File: src/rtl/alu_ops_pkg.sv
// alu_ops_pkg: shared ALU opcode constants and the sequencer FSM encoding.
//   OP_*        : opcodes understood by the 64-bit combinational ALU
//   LAST_OPCODE : highest legal opcode; anything above is reported as an error
//   state_t     : sequencer FSM states
package alu_ops_pkg;

    localparam logic [3:0] OP_ADD      = 4'd0;
    localparam logic [3:0] OP_SUB      = 4'd1;
    localparam logic [3:0] OP_AND      = 4'd2;
    localparam logic [3:0] OP_OR       = 4'd3;
    localparam logic [3:0] OP_SLL      = 4'd4;
    localparam logic [3:0] OP_XOR      = 4'd5;
    localparam logic [3:0] OP_MUL      = 4'd6;
    localparam logic [3:0] OP_PASSB    = 4'd7;
    localparam logic [3:0] OP_SEQ      = 4'd8;
    localparam logic [3:0] OP_ROL      = 4'd9;
    localparam logic [3:0] LAST_OPCODE = OP_ROL;

    typedef enum logic [1:0] {
        S_IDLE   = 2'd0,
        S_SETTLE = 2'd1,
        S_RESP   = 2'd2
    } state_t;

    function automatic logic is_legal_op(input logic [3:0] op);
        return op <= LAST_OPCODE;
    endfunction

endpackage

File: src/rtl/alu_cmd_sequencer_if.sv
// alu_cmd_sequencer_if: command, ALU operand and response channels of the
// ALU command sequencer.
//   cmd_* : tagged command in (valid/ready)
//   alu_* : registered operands out to the ALU, result/flags back
//   rsp_* : captured result/flags/error/tag out (valid/ready)
// master = sequencer side, slave = front end + ALU + response consumer.
interface alu_cmd_sequencer_if #(
    parameter int WIDTH = 64,
    parameter int TAG_W = 4
);
    logic             cmd_valid;
    logic             cmd_ready;
    logic [3:0]       cmd_opcode;
    logic [WIDTH-1:0] cmd_a;
    logic [WIDTH-1:0] cmd_b;
    logic [4:0]       cmd_shamt;
    logic [TAG_W-1:0] cmd_tag;

    logic [3:0]       alu_opcode;
    logic [WIDTH-1:0] alu_input1;
    logic [WIDTH-1:0] alu_input2;
    logic [4:0]       alu_shift;
    logic [WIDTH-1:0] alu_result;
    logic             alu_carry;
    logic             alu_zero;
    logic             alu_sign;

    logic             rsp_valid;
    logic             rsp_ready;
    logic [WIDTH-1:0] rsp_result;
    logic             rsp_carry;
    logic             rsp_zero;
    logic             rsp_sign;
    logic             rsp_err;
    logic [TAG_W-1:0] rsp_tag;

    modport master (
        input  cmd_valid, cmd_opcode, cmd_a, cmd_b, cmd_shamt, cmd_tag,
        output cmd_ready,
        output alu_opcode, alu_input1, alu_input2, alu_shift,
        input  alu_result, alu_carry, alu_zero, alu_sign,
        output rsp_valid, rsp_result, rsp_carry, rsp_zero, rsp_sign, rsp_err, rsp_tag,
        input  rsp_ready
    );

    modport slave (
        output cmd_valid, cmd_opcode, cmd_a, cmd_b, cmd_shamt, cmd_tag,
        input  cmd_ready,
        input  alu_opcode, alu_input1, alu_input2, alu_shift,
        output alu_result, alu_carry, alu_zero, alu_sign,
        input  rsp_valid, rsp_result, rsp_carry, rsp_zero, rsp_sign, rsp_err, rsp_tag,
        output rsp_ready
    );
endinterface

File: src/rtl/alu_cmd_sequencer.sv
// alu_cmd_sequencer: initiator side of the 64-bit ALU operand interface.
// Takes one tagged command at a time, holds its operands on the ALU for
// SETTLE_CYCLES, captures result/flags and returns them with the tag.
//   clk, rst  : clock, synchronous active-high reset
//   bus       : cmd / alu / rsp channels (master modport)
//   op_count  : completed responses since reset (wraps)
module alu_cmd_sequencer
    import alu_ops_pkg::*;
#(
    parameter int WIDTH         = 64,
    parameter int TAG_W         = 4,
    parameter int SETTLE_CYCLES = 1
) (
    input  logic                 clk,
    input  logic                 rst,
    alu_cmd_sequencer_if.master  bus,
    output logic [31:0]          op_count
);

    state_t           r_state, w_next;
    logic [3:0]       r_cnt;
    logic             r_err_pend;
    logic [TAG_W-1:0] r_tag;
    logic             r_cmd_ready, r_rsp_valid;
    logic [3:0]       r_alu_opcode;
    logic [WIDTH-1:0] r_alu_input1, r_alu_input2;
    logic [4:0]       r_alu_shift;
    logic [WIDTH-1:0] r_rsp_result;
    logic             r_rsp_carry, r_rsp_zero, r_rsp_sign, r_rsp_err;
    logic [TAG_W-1:0] r_rsp_tag;
    logic [31:0]      r_op_count;

    logic w_cmd_hs, w_rsp_hs, w_capture, w_eq;

    assign w_cmd_hs  = bus.cmd_valid && r_cmd_ready;
    assign w_rsp_hs  = r_rsp_valid && bus.rsp_ready;
    assign w_capture = (r_state == S_SETTLE) && (r_cnt == 4'd0);
    assign w_eq      = (r_alu_input1 == r_alu_input2);

    always_ff @(posedge clk) begin
        if (rst) r_state <= S_IDLE;
        else     r_state <= w_next;
    end

    always_comb begin
        w_next = r_state;
        case (r_state)
            S_IDLE:   if (w_cmd_hs)  w_next = S_SETTLE;
            S_SETTLE: if (w_capture) w_next = S_RESP;
            S_RESP:   if (w_rsp_hs)  w_next = S_IDLE;
            default:                 w_next = S_IDLE;
        endcase
    end

    always_ff @(posedge clk) begin
        if (rst) begin
            r_cnt        <= '0;
            r_err_pend   <= 1'b0;
            r_tag        <= '0;
            r_cmd_ready  <= 1'b0;
            r_rsp_valid  <= 1'b0;
            r_alu_opcode <= '0;
            r_alu_input1 <= '0;
            r_alu_input2 <= '0;
            r_alu_shift  <= '0;
            r_rsp_result <= '0;
            r_rsp_carry  <= 1'b0;
            r_rsp_zero   <= 1'b0;
            r_rsp_sign   <= 1'b0;
            r_rsp_err    <= 1'b0;
            r_rsp_tag    <= '0;
            r_op_count   <= '0;
        end else begin
            // Handshake flags are registered from the next state, so both
            // read 0 for the first cycle after reset.
            r_cmd_ready <= (w_next == S_IDLE);
            r_rsp_valid <= (w_next == S_RESP);

            if (w_cmd_hs) begin
                r_tag <= bus.cmd_tag;
                if (is_legal_op(bus.cmd_opcode)) begin
                    r_alu_opcode <= bus.cmd_opcode;
                    r_alu_input1 <= bus.cmd_a;
                    r_alu_input2 <= bus.cmd_b;
                    r_alu_shift  <= bus.cmd_shamt;
                    r_cnt        <= 4'(SETTLE_CYCLES);
                    r_err_pend   <= 1'b0;
                end else begin
                    // Illegal opcode: pass through SETTLE with an empty
                    // counter so the error response lands one edge later.
                    r_cnt        <= 4'd0;
                    r_err_pend   <= 1'b1;
                end
            end else if (r_state == S_SETTLE && r_cnt != 4'd0) begin
                r_cnt <= r_cnt - 4'd1;
            end

            if (w_capture) begin
                r_rsp_tag <= r_tag;
                r_rsp_err <= r_err_pend;
                if (r_err_pend) begin
                    r_rsp_result <= '0;
                    r_rsp_carry  <= 1'b0;
                    r_rsp_zero   <= 1'b1;
                    r_rsp_sign   <= 1'b0;
                end else if (r_alu_opcode == OP_SEQ) begin
                    // Set-if-equal is resolved here; the ALU output is ignored.
                    r_rsp_result <= {{(WIDTH-1){1'b0}}, w_eq};
                    r_rsp_carry  <= 1'b0;
                    r_rsp_zero   <= !w_eq;
                    r_rsp_sign   <= 1'b0;
                end else begin
                    r_rsp_result <= bus.alu_result;
                    r_rsp_carry  <= (r_alu_opcode == OP_ADD || r_alu_opcode == OP_SUB) ?
                                    bus.alu_carry : 1'b0;
                    r_rsp_zero   <= bus.alu_zero;
                    r_rsp_sign   <= bus.alu_sign;
                end
            end

            if (w_rsp_hs) r_op_count <= r_op_count + 32'd1;
        end
    end

    assign bus.cmd_ready  = r_cmd_ready;
    assign bus.alu_opcode = r_alu_opcode;
    assign bus.alu_input1 = r_alu_input1;
    assign bus.alu_input2 = r_alu_input2;
    assign bus.alu_shift  = r_alu_shift;
    assign bus.rsp_valid  = r_rsp_valid;
    assign bus.rsp_result = r_rsp_result;
    assign bus.rsp_carry  = r_rsp_carry;
    assign bus.rsp_zero   = r_rsp_zero;
    assign bus.rsp_sign   = r_rsp_sign;
    assign bus.rsp_err    = r_rsp_err;
    assign bus.rsp_tag    = r_rsp_tag;
    assign op_count       = r_op_count;

endmodule

File: src/flat_wrapper.sv
// flat-port wrapper written by rule: the top's interface ports become plain ports
module alu_cmd_sequencer_flat import alu_ops_pkg::*;
#(
    parameter int WIDTH         = 64,
    parameter int TAG_W         = 4,
    parameter int SETTLE_CYCLES = 1
)
  (clk, rst, op_count, bus_cmd_valid, bus_cmd_opcode, bus_cmd_a, bus_cmd_b, bus_cmd_shamt, bus_cmd_tag, bus_cmd_ready, bus_alu_opcode, bus_alu_input1, bus_alu_input2, bus_alu_shift, bus_alu_result, bus_alu_carry, bus_alu_zero, bus_alu_sign, bus_rsp_valid, bus_rsp_result, bus_rsp_carry, bus_rsp_zero, bus_rsp_sign, bus_rsp_err, bus_rsp_tag, bus_rsp_ready);
  alu_cmd_sequencer_if #(.WIDTH(WIDTH), .TAG_W(TAG_W)) bus_i ();
  input  logic clk;
  input  logic rst;
  output logic [31:0] op_count;
  input wire logic [$bits(bus_i.cmd_valid)-1:0] bus_cmd_valid;
  input wire logic [$bits(bus_i.cmd_opcode)-1:0] bus_cmd_opcode;
  input wire logic [$bits(bus_i.cmd_a)-1:0] bus_cmd_a;
  input wire logic [$bits(bus_i.cmd_b)-1:0] bus_cmd_b;
  input wire logic [$bits(bus_i.cmd_shamt)-1:0] bus_cmd_shamt;
  input wire logic [$bits(bus_i.cmd_tag)-1:0] bus_cmd_tag;
  output wire logic [$bits(bus_i.cmd_ready)-1:0] bus_cmd_ready;
  output wire logic [$bits(bus_i.alu_opcode)-1:0] bus_alu_opcode;
  output wire logic [$bits(bus_i.alu_input1)-1:0] bus_alu_input1;
  output wire logic [$bits(bus_i.alu_input2)-1:0] bus_alu_input2;
  output wire logic [$bits(bus_i.alu_shift)-1:0] bus_alu_shift;
  input wire logic [$bits(bus_i.alu_result)-1:0] bus_alu_result;
  input wire logic [$bits(bus_i.alu_carry)-1:0] bus_alu_carry;
  input wire logic [$bits(bus_i.alu_zero)-1:0] bus_alu_zero;
  input wire logic [$bits(bus_i.alu_sign)-1:0] bus_alu_sign;
  output wire logic [$bits(bus_i.rsp_valid)-1:0] bus_rsp_valid;
  output wire logic [$bits(bus_i.rsp_result)-1:0] bus_rsp_result;
  output wire logic [$bits(bus_i.rsp_carry)-1:0] bus_rsp_carry;
  output wire logic [$bits(bus_i.rsp_zero)-1:0] bus_rsp_zero;
  output wire logic [$bits(bus_i.rsp_sign)-1:0] bus_rsp_sign;
  output wire logic [$bits(bus_i.rsp_err)-1:0] bus_rsp_err;
  output wire logic [$bits(bus_i.rsp_tag)-1:0] bus_rsp_tag;
  input wire logic [$bits(bus_i.rsp_ready)-1:0] bus_rsp_ready;
  assign bus_i.cmd_valid = bus_cmd_valid;
  assign bus_i.cmd_opcode = bus_cmd_opcode;
  assign bus_i.cmd_a = bus_cmd_a;
  assign bus_i.cmd_b = bus_cmd_b;
  assign bus_i.cmd_shamt = bus_cmd_shamt;
  assign bus_i.cmd_tag = bus_cmd_tag;
  assign bus_cmd_ready = bus_i.cmd_ready;
  assign bus_alu_opcode = bus_i.alu_opcode;
  assign bus_alu_input1 = bus_i.alu_input1;
  assign bus_alu_input2 = bus_i.alu_input2;
  assign bus_alu_shift = bus_i.alu_shift;
  assign bus_i.alu_result = bus_alu_result;
  assign bus_i.alu_carry = bus_alu_carry;
  assign bus_i.alu_zero = bus_alu_zero;
  assign bus_i.alu_sign = bus_alu_sign;
  assign bus_rsp_valid = bus_i.rsp_valid;
  assign bus_rsp_result = bus_i.rsp_result;
  assign bus_rsp_carry = bus_i.rsp_carry;
  assign bus_rsp_zero = bus_i.rsp_zero;
  assign bus_rsp_sign = bus_i.rsp_sign;
  assign bus_rsp_err = bus_i.rsp_err;
  assign bus_rsp_tag = bus_i.rsp_tag;
  assign bus_i.rsp_ready = bus_rsp_ready;
  alu_cmd_sequencer #(.WIDTH(WIDTH), .TAG_W(TAG_W), .SETTLE_CYCLES(SETTLE_CYCLES)) u_core (.clk(clk), .rst(rst), .bus(bus_i), .op_count(op_count));
endmodule
File: config.mk
export PLATFORM = sky130hd
export DESIGN_NAME = alu_cmd_sequencer_flat
export DESIGN_NICKNAME = d
export VERILOG_FILES = /design/src/rtl/alu_ops_pkg.sv /design/src/rtl/alu_cmd_sequencer_if.sv /design/src/rtl/alu_cmd_sequencer.sv /design/src/flat_wrapper.sv
export SDC_FILE = /design/constraint.sdc
export NUM_CORES = 1
export LEC_CHECK = 0
export CAP_MARGIN = 40
export CORE_MARGIN = 3
export CORE_UTILIZATION = 30
export CTS_CLUSTER_DIAMETER = 30
export DETAILED_ROUTE_END_ITERATION = 7
export PLACE_DENSITY_LB_ADDON = 0.1
export SETUP_SLACK_MARGIN = 0.3
export SYNTH_ARGS = -nofsm -noshare
export SYNTH_HDL_FRONTEND = slang
export SYNTH_SLANG_ARGS = --single-unit
export TNS_END_PERCENT = 50
File: constraint.sdc
create_clock -name clk -period 3.9 [get_ports clk]
set_input_delay 0.585 -clock clk [delete_from_list [all_inputs] [get_ports clk]]
set_output_delay 0.585 -clock clk [all_outputs]
set_load 0.01 [all_outputs]
==> results.md <==
* Core area at 0.0299 mm2
* Layout Area Growth over Synthesis at 80.8%
* Nets at 1,568
* Combinational power share at 0.083
* Cells after Synth at 887
* R2r setup slk at 1.28 ns
* Global placement routability congestion at 0.780
* Placed cells at 1,674
* Vias in the first global route at 8,795
* # hold bufs at CTS at 0
* Switching power total at 0.00211 W
* Critical Path RT at 4.37 ns
* Fraction of layout instances using a drive strength above 1 at 0.0974
* Pin count of the biggest net entering global routing at 81
* Port-buffer cells at 454
* Max clock buf depth at 3
* DR WL/cell at 19.7 um
* Status: completed
* Die Span Y at 181 um
* Vias per inst at 4.77
* Most frequent cells in the layout: clkdlybuf4s50_1 (453), dfxtp_1 (254), a22o_1 (137), nor2_1 (94)
* Cell taking the most area after synthesis: dfxtp_1
* Setup violations, final at 0
* Unique masters post-synth at 42
* R2R Path Start: u_core.r_cnt[0]$_SDFFE_PP0P_
* H-tree depth at 3
* YS warnings at 0
* 1st-iter DRT viols at 379
* Post-synth top area share at 0.555
* Yosys reg bits at 254
* Worst Setup Start Kind: flop
* Fin. max-slew vios at 0
* I/O pins at 455
* Top post-synthesis cells by area: dfxtp_1 (55%), a22o_1 (13%), xnor2_1 (6.6%), a22oi_1 (5.2%), nor2_1 (3.9%)
* Initial antenna violation count at 6
* CP arrival at 3.09 ns
* # Max-Cap Violations at 0
* Mapped Nets at 1,101
* CP Capture Type: flop
* Count of standard-cell rows at 63
* Flop pwr share at 0.291
* Initial Util at 0.307
* Clock slew at reported path FFs at 0.04 ns
* Pwr Density at 577 mW/mm2
* Leak Pwr at 6.09 nW
* Post-synth EDFFs at 0
* Seq/Total Area, Yosys at 0.555
* Crit path time final at 2.62 ns
* Dpl cell area at 0.0141 mm2
* Critical-path maximum fanout at 64
* Critical Path End: u_core.bus.rsp_result[17]$_SDFFE_PP0P_
* First-pass GRT wire length at 52,900 um
* Postcts setup bufs at 0
* Die X at 181 um
* Period utilisation layout at 0.672
* Reg2Reg Depth at 8
* DRT Pass-1 Iters at 4
* Via count at 8,589
* Syn avg cell area at 10.3 um2
* Die area at 0.0327 mm2
* Total power at 0.00955 W
* Switching share of power at 0.221
* GRT Overall Usage at 0.206
* Fmax at 0.382 GHz
* DRC Markers at 0
* R2R Path End: u_core.bus.rsp_result[17]$_SDFFE_PP0P_
* Fin. Hold Viols at 0
* CTS resizes at 0
* Slew Limit Headroom at 0.404
* Critical Path Start: u_core.r_cnt[0]$_SDFFE_PP0P_
* Unrepaired setup endpoints after global routing: false
* Setup TNS at 0 ns
* GRT overflow at 0
* Clock network power share at 0.626
* Final ANT Viol Nets at 0
* Main synth FF type: dfxtp_1
* CTS tree: yes
* Int Power at 0.00745 W
* TritonCTS Buffers at 68
* Asr flop ratio synth at 0
* Fin cells at 1,800
* Fill cell count at 2,650
* Design area at 0.0166 mm2
* Most common cell after layout, fill and taps aside: clkdlybuf4s50_1
* Min-Delay Path Class: in -> reg
* Worst clock skew at 0.0187 ns
* DP Wirelength at 25,700 um
* # clock sinks at 254
* Crit Path Class: reg -> reg
* Cell Area, Synth at 0.00916 mm2
* VDD IR-drop max at 0.320 mV
* CTS Root Cell: clkbuf_16
* Worst slew pin tran at 0.891 ns
* Drt total wl at 35,500 um
* Worst skew pair latency at 0.54 ns
-- Yosys cell counts (2+ instances only) --
cell type  instances
nor2b_1            3
o21ai_0            8
and2_1             2
or2_2              2
dfxtp_1          254
or3_1              6
a22o_1           137
nor2_1            95
ha_1               2
xor2_1            15
a21oi_1           26
o31ai_1            7
xnor2_1           69
nor3_1            12
or4_1              9
nor4_1             7
nand2_1           43
nand3_1            8
nand2b_1           3
clkbuf_1          61
o21a_1             2
nand4_1           20
and3_1             2
a22oi_1           64
inv_1              9
and4_1             3
buf_1              3
-- cell type report --
type / count / area (um2) / share of cell area
flip-flops and latches: 254 / 5080 / 0.307
clock buffers: 86 / 1890 / 0.114
diodes: 4 / 10.0 / 0.000604
multi-input cells: 558 / 3820 / 0.231
repair buffers: 463 / 4640 / 0.280
clock inverters: 36 / 599 / 0.0362
well taps: 390 / 488 / 0.0294
inverters: 9 / 33.8 / 0.00204
-- per-stage QoR --
step,setup slack [ns],utilization,hold WS (ns)
finish,1.28,0.555,0.447
global route,0.924,0.555,0.451
CTS,1.27,0.554,0.424
detailed placement,0.927,0.471,0.446
global placement,0.929,0.470,0.440
floorplan,1.76,-,0.432
-- worst min path at each step --
stage                     depth (start not counted)  slack, ns                                 end                              start
after global placement                            2       0.44   u_core.bus.rsp_carry$_SDFFE_PP0P_  u_core.bus.rsp_carry$_SDFFE_PP0P_
after detailed placement                          2       0.45  u_core.bus.rsp_tag[3]$_SDFFE_PP0P_       u_core.r_tag[3]$_SDFFE_PP0P_
after floorplan                                   2       0.43  u_core.bus.rsp_tag[0]$_SDFFE_PP0P_       u_core.r_tag[0]$_SDFFE_PP0P_
after global routing                              2       0.45    u_core.op_count[19]$_SDFFE_PP0P_                                rst
final                                             2       0.45    u_core.op_count[13]$_SDFFE_PP0P_                                rst
after CTS                                         2       0.42    u_core.op_count[13]$_SDFFE_PP0P_                                rst
-- registers in the layout, summed over array words and instances (netlist names), 2 cells and up --
register and flops:
u_core.bus.alu_shift 5, u_core.r_tag 4, u_core.bus.rsp_tag 4, u_core.bus.alu_input1 64, u_core.bus.rsp_result 64, u_core.r_state 2, u_core.op_count 32, u_core.bus.alu_opcode 4
u_core.r_cnt 4, u_core.bus.alu_input2 64
-- worst max-delay path, cell delays in order, from the launching register on --
cell      delay [ns]
dfxtp_1         0.32
inv_1           0.06
ha_1            0.16
nor3b_1         0.38
nand2b_2        0.46
nor3_4          0.26
buf_4           0.58
a22oi_1         0.14
nor2_1          0.13
-- kinds of logic (layout without fill, tap and decap cells) --
group / after synthesis / after routing / synth area share
AO/OA/AOI/OAI: 249 / 249 / 0.214
XOR/XNOR: 84 / 84 / 0.0803
adder cells (fa/ha/maj): 2 / 2 / 0.00273
buffers and inverters: 75 / 594 / 0.0317
flip-flops: 254 / 254 / 0.555
multiplexers: 1 / 1 / 0.00123
other: 0 / 4 / 0
AND/OR/NAND/NOR: 222 / 222 / 0.115
-- layer usage --
metal  global-route usage  share of wire  vias up  wire [um]
met5                    0        0.00076        -         27
met4               0.0777          0.020        4        708
met3               0.0825          0.093       53       3280
met2                0.348           0.49      375      17300
met1                0.235           0.40     3972      14200
li1                     -              -     4185          -
-- power groups by stage --
stage	clock (W)	sequential (W)	combinational, W
finish	0.00598	0.00278	0.000790
global route	0.00624	0.00279	0.000848
CTS	0.00609	0.00278	0.000804
detailed placement	0	0.00283	0.000799
global placement	0	0.00283	0.000795
floorplan	0	0.00285	0.000255
(Power assumes the default switching activity.)
